==> src/rtl/mul_div_if.sv <==
// ============================================================================
// Module   : mul_div_if
// Purpose  : E-stage request/result bundle for the iterative multiply/divide unit.
// Revision : 1.0
// ============================================================================
`default_nettype none

interface mul_div_if #(
  parameter int WIDTH = 32
);
  logic             start;
  logic [1:0]       op;
  logic [WIDTH-1:0] a;
  logic [WIDTH-1:0] b;
  logic             cancel;
  logic             advance;
  logic             stall;
  logic             busy;
  logic             done;
  logic [WIDTH-1:0] hi;
  logic [WIDTH-1:0] lo;
  logic             div_by_zero;

  modport master (
    output start, op, a, b, cancel, advance,
    input  stall, busy, done, hi, lo, div_by_zero
  );

  modport slave (
    input  start, op, a, b, cancel, advance,
    output stall, busy, done, hi, lo, div_by_zero
  );
endinterface

`default_nettype wire

==> src/rtl/mul_div_iter.sv <==
// ============================================================================
// Module   : mul_div_iter
// Purpose  : Iterative signed/unsigned MULT/DIV producing HI/LO, BPC bits per cycle.
// Revision : 1.0
// ============================================================================
`default_nettype none

module mul_div_iter #(
  parameter int WIDTH = 32,
  parameter int BPC   = 1
) (
  input  logic     clk,
  input  logic     rst,
  mul_div_if.slave bus
);

  localparam int ITER = WIDTH / BPC;
  localparam int CW   = (ITER > 1) ? $clog2(ITER) : 1;
  localparam logic [CW-1:0] c_LAST = CW'(ITER - 1);

  localparam logic [1:0] c_IDLE = 2'd0;
  localparam logic [1:0] c_CALC = 2'd1;
  localparam logic [1:0] c_DONE = 2'd2;

  logic [1:0]         r_state;
  logic [1:0]         w_state_next;
  logic [CW-1:0]      r_cnt;
  logic [2*WIDTH-1:0] r_acc;
  logic [WIDTH-1:0]   r_opnd;
  logic               r_is_div;
  logic               r_neg_q;
  logic               r_neg_r;
  logic [WIDTH-1:0]   r_hi;
  logic [WIDTH-1:0]   r_lo;
  logic               r_dbz;

  logic               w_signed;
  logic               w_a_neg;
  logic               w_b_neg;
  logic [WIDTH-1:0]   w_a_abs;
  logic [WIDTH-1:0]   w_b_abs;
  logic               w_div_zero;
  logic               w_last;
  logic               w_stall;
  logic               w_busy;
  logic               w_done;

  logic [2*WIDTH-1:0] w_acc_next;
  logic [WIDTH:0]     w_t;
  logic [WIDTH:0]     w_diff;
  logic [WIDTH:0]     w_sum;
  logic [2*WIDTH-1:0] w_prod;
  logic [WIDTH-1:0]   w_quo;
  logic [WIDTH-1:0]   w_rem;
  logic [WIDTH-1:0]   w_res_hi;
  logic [WIDTH-1:0]   w_res_lo;

  assign w_signed   = ~bus.op[0];
  assign w_a_neg    = w_signed & bus.a[WIDTH-1];
  assign w_b_neg    = w_signed & bus.b[WIDTH-1];
  assign w_a_abs    = w_a_neg ? -bus.a : bus.a;
  assign w_b_abs    = w_b_neg ? -bus.b : bus.b;
  assign w_div_zero = bus.op[1] & (bus.b == '0);
  assign w_last     = (r_cnt == c_LAST);

  always_ff @(posedge clk or negedge rst) begin
    if (!rst) begin
      r_state <= c_IDLE;
    end else begin
      r_state <= w_state_next;
    end
  end

  always_comb begin
    w_state_next = r_state;
    if (bus.cancel) begin
      w_state_next = c_IDLE;
    end else begin
      case (r_state)
        c_IDLE:  if (bus.start) w_state_next = w_div_zero ? c_DONE : c_CALC;
        c_CALC:  if (w_last) w_state_next = c_DONE;
        c_DONE:  if (bus.advance) w_state_next = c_IDLE;
        default: w_state_next = c_IDLE;
      endcase
    end
  end

  always_comb begin
    w_stall = 1'b0;
    w_busy  = 1'b0;
    w_done  = 1'b0;
    case (r_state)
      c_IDLE: w_stall = bus.start & ~bus.cancel;
      c_CALC: begin
        w_stall = bus.start & ~bus.cancel;
        w_busy  = 1'b1;
      end
      c_DONE: begin
        w_busy = 1'b1;
        w_done = 1'b1;
      end
      default: ;
    endcase
  end

  // Mult: low half holds the multiplier and shifts right as product bits arrive.
  // Div: low half holds the dividend and fills with quotient bits; high half is the remainder.
  always_comb begin
    w_acc_next = r_acc;
    w_t        = '0;
    w_diff     = '0;
    w_sum      = '0;
    for (int i = 0; i < BPC; i++) begin
      if (r_is_div) begin
        w_t    = {w_acc_next[2*WIDTH-1:WIDTH], w_acc_next[WIDTH-1]};
        w_diff = w_t - {1'b0, r_opnd};
        if (!w_diff[WIDTH]) begin
          w_acc_next = {w_diff[WIDTH-1:0], w_acc_next[WIDTH-2:0], 1'b1};
        end else begin
          w_acc_next = {w_t[WIDTH-1:0], w_acc_next[WIDTH-2:0], 1'b0};
        end
      end else begin
        w_sum      = {1'b0, w_acc_next[2*WIDTH-1:WIDTH]}
                   + (w_acc_next[0] ? {1'b0, r_opnd} : '0);
        w_acc_next = {w_sum, w_acc_next[WIDTH-1:1]};
      end
    end
  end

  assign w_prod   = r_neg_q ? -w_acc_next : w_acc_next;
  assign w_quo    = w_acc_next[WIDTH-1:0];
  assign w_rem    = w_acc_next[2*WIDTH-1:WIDTH];
  assign w_res_lo = r_is_div ? (r_neg_q ? -w_quo : w_quo) : w_prod[WIDTH-1:0];
  assign w_res_hi = r_is_div ? (r_neg_r ? -w_rem : w_rem) : w_prod[2*WIDTH-1:WIDTH];

  always_ff @(posedge clk or negedge rst) begin
    if (!rst) begin
      r_cnt    <= '0;
      r_acc    <= '0;
      r_opnd   <= '0;
      r_is_div <= 1'b0;
      r_neg_q  <= 1'b0;
      r_neg_r  <= 1'b0;
      r_hi     <= '0;
      r_lo     <= '0;
      r_dbz    <= 1'b0;
    end else if (bus.cancel) begin
      r_dbz <= 1'b0;
    end else begin
      case (r_state)
        c_IDLE: begin
          if (bus.start) begin
            r_cnt    <= '0;
            r_is_div <= bus.op[1];
            r_neg_q  <= w_a_neg ^ w_b_neg;
            r_neg_r  <= w_a_neg;
            if (bus.op[1]) begin
              r_acc  <= {{WIDTH{1'b0}}, w_a_abs};
              r_opnd <= w_b_abs;
            end else begin
              r_acc  <= {{WIDTH{1'b0}}, w_b_abs};
              r_opnd <= w_a_abs;
            end
            // Divide by zero completes immediately with the dividend in hi.
            if (w_div_zero) begin
              r_hi  <= bus.a;
              r_lo  <= '1;
              r_dbz <= 1'b1;
            end
          end
        end
        c_CALC: begin
          r_acc <= w_acc_next;
          r_cnt <= r_cnt + 1'b1;
          if (w_last) begin
            r_hi <= w_res_hi;
            r_lo <= w_res_lo;
          end
        end
        c_DONE: begin
          if (bus.advance) r_dbz <= 1'b0;
        end
        default: ;
      endcase
    end
  end

  assign bus.stall       = w_stall;
  assign bus.busy        = w_busy;
  assign bus.done        = w_done;
  assign bus.hi          = r_hi;
  assign bus.lo          = r_lo;
  assign bus.div_by_zero = r_dbz;

endmodule

`default_nettype wire

==> src/flat_wrapper.sv <==
// flat-port wrapper written by rule: the top's interface ports become plain ports
module mul_div_iter_flat 
#(
  parameter int WIDTH = 32,
  parameter int BPC   = 1
)
  (clk, rst, bus_start, bus_op, bus_a, bus_b, bus_cancel, bus_advance, bus_stall, bus_busy, bus_done, bus_hi, bus_lo, bus_div_by_zero);
  mul_div_if #(.WIDTH(WIDTH)) bus_i ();
  input  logic clk;
  input  logic rst;
  input wire logic [$bits(bus_i.start)-1:0] bus_start;
  input wire logic [$bits(bus_i.op)-1:0] bus_op;
  input wire logic [$bits(bus_i.a)-1:0] bus_a;
  input wire logic [$bits(bus_i.b)-1:0] bus_b;
  input wire logic [$bits(bus_i.cancel)-1:0] bus_cancel;
  input wire logic [$bits(bus_i.advance)-1:0] bus_advance;
  output wire logic [$bits(bus_i.stall)-1:0] bus_stall;
  output wire logic [$bits(bus_i.busy)-1:0] bus_busy;
  output wire logic [$bits(bus_i.done)-1:0] bus_done;
  output wire logic [$bits(bus_i.hi)-1:0] bus_hi;
  output wire logic [$bits(bus_i.lo)-1:0] bus_lo;
  output wire logic [$bits(bus_i.div_by_zero)-1:0] bus_div_by_zero;
  assign bus_i.start = bus_start;
  assign bus_i.op = bus_op;
  assign bus_i.a = bus_a;
  assign bus_i.b = bus_b;
  assign bus_i.cancel = bus_cancel;
  assign bus_i.advance = bus_advance;
  assign bus_stall = bus_i.stall;
  assign bus_busy = bus_i.busy;
  assign bus_done = bus_i.done;
  assign bus_hi = bus_i.hi;
  assign bus_lo = bus_i.lo;
  assign bus_div_by_zero = bus_i.div_by_zero;
  mul_div_iter #(.WIDTH(WIDTH), .BPC(BPC)) u_core (.clk(clk), .rst(rst), .bus(bus_i));
endmodule
==> config.mk <==
export PLATFORM = sky130hd
export DESIGN_NAME = mul_div_iter_flat
export DESIGN_NICKNAME = d
export VERILOG_FILES = /design/src/rtl/mul_div_if.sv /design/src/rtl/mul_div_iter.sv /design/src/flat_wrapper.sv
export SDC_FILE = /design/constraint.sdc
export NUM_CORES = 1
export LEC_CHECK = 0
export ABC_AREA = 0
export CORE_MARGIN = 3
export CORE_UTILIZATION = 53
export CTS_CLUSTER_DIAMETER = 100
export CTS_CLUSTER_SIZE = 8
export DETAILED_ROUTE_END_ITERATION = 7
export PLACE_DENSITY = 0.77
export SLEW_MARGIN = 20
export SYNTH_ARGS = -nofsm -noshare
export SYNTH_HDL_FRONTEND = slang
export SYNTH_SLANG_ARGS = --single-unit
export TNS_END_PERCENT = 100
==> constraint.sdc <==
create_clock -name clk -period 5 [get_ports clk]
set_clock_uncertainty 0.2 [all_clocks]
set_input_delay 1 -clock clk [delete_from_list [all_inputs] [get_ports clk]]
set_output_delay 1 -clock clk [all_outputs]
set_load 0.03 [all_outputs]
==> summary.md <==
| Metric | Value |
|---|---|
| Hold Buf Count CTS | 0 |
| Initial Util | 54.3% |
| NumNets Final | 2,530 |
| # clock sinks | 171 |
| Clock power share | 8.7% |
| Crit Reg-Reg Endpoint | u_core.bus.hi[31]$_DFFE_PN0P_ |
| Crit path depth | 18 |
| Max Clk Rate | 207 MHz |
| Int Power | 0.00822 W |
| Clock Path Buffers | 2 |
| CP top delay family | simple AND/OR/NAND/NOR gates |
| Slowest CP cell | or4_1 |
| DIE HEIGHT | 181 um |
| CTS root buf | clkbuf_16 |
| Die X | 181 um |
| CP required | 5.13 ns |
| Placer Congestion | 1.01 |
| Die ar. | 0.0328 mm2 |
| DP HPWL | 49.5 mm |
| Layout cells sized above 1 | 15.4% |
| CTS tree | built |
| Status | finished, final reports clean |
| Placed Area | 0.0193 mm2 |
| Cell leakage power | 8.65 nW |
| Fill cells | 2,532 |
| Worst skew pair latency | 0.45 ns |
| RSZ-0062 raised after global routing | true |
| DRC | 0 |
| Post-layout util | 67.7% |
| Final hold violation count | 0 |
| Final setup violating endpoints | 0 |
| Wire per inst | 23.4 um |
| Cell chain of the critical path | buf_4, buf_4, buf_4, and2_1, ha_2, a21o_1, a21o_1, a21oi_2, nand4_1, a21o_1, a21oi_1, a211oi_1, or3_4, nand4b_4, or4_1, o21ai_2, mux2i_1, nand2_1 |
| PD cells | 852 mW/mm2 |
| Fin area | 0.0203 mm2 |
| Rows | 63 |
| CTS Buf Count | 17 |
| Reg2reg path depth | 18 |
| Max Slew Vio Count | 0 |
| Crit path from | u_core.r_acc[0]$_DFFE_PN0P_ |
| Vias per cell | 6.61 |
| Clock Pin Slew Worst Setup and Hold Paths | 0.07 ns |
| Layout area overhead | 24.7% |
| Overall routing resource usage | 38.0% |
| Post-Syn Nets | 2,281 |
| Post-synth EDFFs | 0 |
| First-pass GRT wire length | 98.7 mm |
| Ys async rst share | 100% |
| Final Power | 0.0173 W |
| Hold Crit Class | reg -> reg |
| Top FF cell, synth | dfrtp_1 |
| Psw | 0.00905 W |
| Max Fanout on Critical Path | 14 |
| Final min period | 4.83 ns |
| Critical path class | reg -> reg |
| FF-to-FF setup slack | 0.17 ns |
| Yosys cell types | 95 |
| Fin crit share | 96.6% |
| Core box area | 0.0300 mm2 |
| Worst-Margin Slew | 1.14 ns |
| Critical path buffers and inverters | 3 |
| Routed vias | 18,400 |
| CP arrival | 4.96 ns |
| Syn avg cell area | 7.62 um2 |
| Worst r2r src | u_core.r_acc[0]$_DFFE_PN0P_ |
| Flop pwr share | 15.2% |
| Crit. End Element | flop |
| Hold slack | 0.294 ns |
| Synth Register Bits | 171 |
| Seq/Total Area, Yosys | 26.3% |
| Maximum vdd drop | 0.443 mV |
| Max-Slew Margin vs Limit | 23.8% |
| Post-synthesis cell count | 2,135 |
| Antenna cells | 0 |
| Logic gate share of total power | 76.2% |
| CP max stage delay | 0.54 ns |
| Antenna violations before repair | 0 |
| Vias in the first global route | 17,200 |
| Syn Std Cell Area | 0.0163 mm2 |
| Setup crit start kind | flop |
| PortBufs | 138 |
| TritonRoute pass-1 iters | 6 |
| Ys Warns | 0 |
| Pin count of the biggest net entering global routing | 102 |
| Final ANT Viol Nets | 0 |
| Hold Path Stages | 2 |
| 1st-iter DRT viols | 2,372 |
| Worst setup path end | u_core.bus.hi[31]$_DFFE_PN0P_ |
| H-tree depth | 4 |
| Grt total ovfl | 0 |
| Max cap viols | 0 |
| Setup tns final | 0 ns |
| I/O pin total | 139 |
| DRT Wirelength | 65.2 mm |
| Sw frac | 52.4% |
-- cell usage after synthesis, types with 17 or more instances --
master,instances,area (um2)
a211oi_1,19,143
a21o_1,27,203
a21oi_1,192,961
a22o_1,20,175
a31oi_1,43,269
and2_1,41,257
and3_1,32,200
buf_2,20,100
clkbuf_1,97,364
dfrtp_1,171,4280
ha_1,73,913
inv_1,67,251
mux2i_1,50,500
nand2_1,233,875
nand2b_1,17,106
nand3_1,38,190
nand4_1,26,163
nor2_1,205,769
nor3_1,72,360
nor4_1,20,125
o21ai_0,181,906
o221ai_1,27,236
o31ai_1,23,173
or3_1,21,131
xnor2_1,84,736
xor2_1,66,578
-- power groups by stage --
stage          Sequential, W  Clock (W)  Combinational [W]
2_1_floorplan        0.00290          0            0.00711
3_3_place_gp         0.00256          0             0.0121
3_5_place_dp         0.00259          0             0.0123
4_1_cts              0.00258    0.00149             0.0124
5_1_grt              0.00268    0.00154             0.0140
6_report             0.00262    0.00150             0.0132
-- tightest hold or removal path, delay by kind of cell (launching register included) --
family	cells	cell delay, ns
AOI/OAI and AO/OA	1	0.06
DFF	1	0.35
and+or+nand+nor	1	0.06
-- sequential cells by signal (all words and copies together) (netlist names) --
name and cells:
u_core.r_acc 64, u_core.bus.hi 32, u_core.bus.lo 32, u_core.r_opnd 32, u_core.r_cnt 5, u_core.r_state 2, u_core.bus.div_by_zero 1, u_core.r_is_div 1
u_core.r_neg_q 1, u_core.r_neg_r 1
-- worst min path at each step --
stage / start / endpoint / slack [ns]
global placement: u_core.bus.hi[3]$_DFFE_PN0P_ / u_core.bus.hi[3]$_DFFE_PN0P_ / 0.27
CTS: u_core.bus.hi[25]$_DFFE_PN0P_ / u_core.bus.hi[25]$_DFFE_PN0P_ / 0.29
floorplan: u_core.r_opnd[17]$_DFFE_PN0P_ / u_core.r_opnd[17]$_DFFE_PN0P_ / 0.26
global route: u_core.r_opnd[23]$_DFFE_PN0P_ / u_core.r_opnd[23]$_DFFE_PN0P_ / 0.33
detailed placement: u_core.bus.hi[25]$_DFFE_PN0P_ / u_core.bus.hi[25]$_DFFE_PN0P_ / 0.27
finish: u_core.bus.hi[25]$_DFFE_PN0P_ / u_core.bus.hi[25]$_DFFE_PN0P_ / 0.29
-- metal layers --
| metal | vias up | share of wire (%) | track usage, % | wire length (um) |
|---|---|---|---|---|
| met4 | 0 | 5.4 | 18.8 | 3550 |
| met5 | - | 0 | 0 | 0 |
| met3 | 214 | 11 | 7.25 | 6890 |
| met2 | 1204 | 44 | 57.4 | 28400 |
| li1 | 8274 | - | - | - |
| met1 | 8721 | 40 | 52.2 | 26300 |
-- timing repair --
action                     CTS  global route
gates resized for setup      6            59
setup endpoints to repair    4            25
pin swaps                    0            21
buffers inserted             0             9
-- stage by stage --
stage,setup WS (ns),instances
after CTS,0.00309,2777
after floorplan,0.00881,2135
after global placement,0.0331,2746
after detailed placement,-0.0738,2746
after global routing,-0.0813,2786
final,0.170,2786
-- cells in the final DEF, fill, tap and decap left out, types with 38 or more instances in the layout --
cell             count
xnor2_1             84
nor3_1              67
buf_4              222
ha_1                64
and2_1              41
mux2i_1             49
nand2_1            232
dfrtp_1            169
inv_1               67
xor2_1              66
clkdlybuf4s50_1    136
nand3_1             38
a21oi_1            185
a31oi_1             42
o21ai_0            173
nor2_1             204
-- cell families after synthesis --
| logic type | Yosys count | synth area share, % |
|---|---|---|
| buffers and inverters | 204 | 5.08 |
| XOR/XNOR | 150 | 8.08 |
| multiplexers | 60 | 3.77 |
| flip-flops | 171 | 26.3 |
| AO/OA/AOI/OAI | 688 | 27.3 |
| AND/OR/NAND/NOR | 787 | 23.6 |
| adder cells (fa/ha/maj) | 75 | 5.86 |
-- layout make-up --
class	instances	area [um2]	share of cell area [%]
timing repair buffer	366	3150	15.5
clock inverter	10	164	0.809
inverter	68	255	1.26
clock buffer	21	470	2.32
sequential	171	4280	21.1
tap	390	488	2.41
multi-input combinational	1760	11500	56.5
Power figures use the tool's default switching activity.
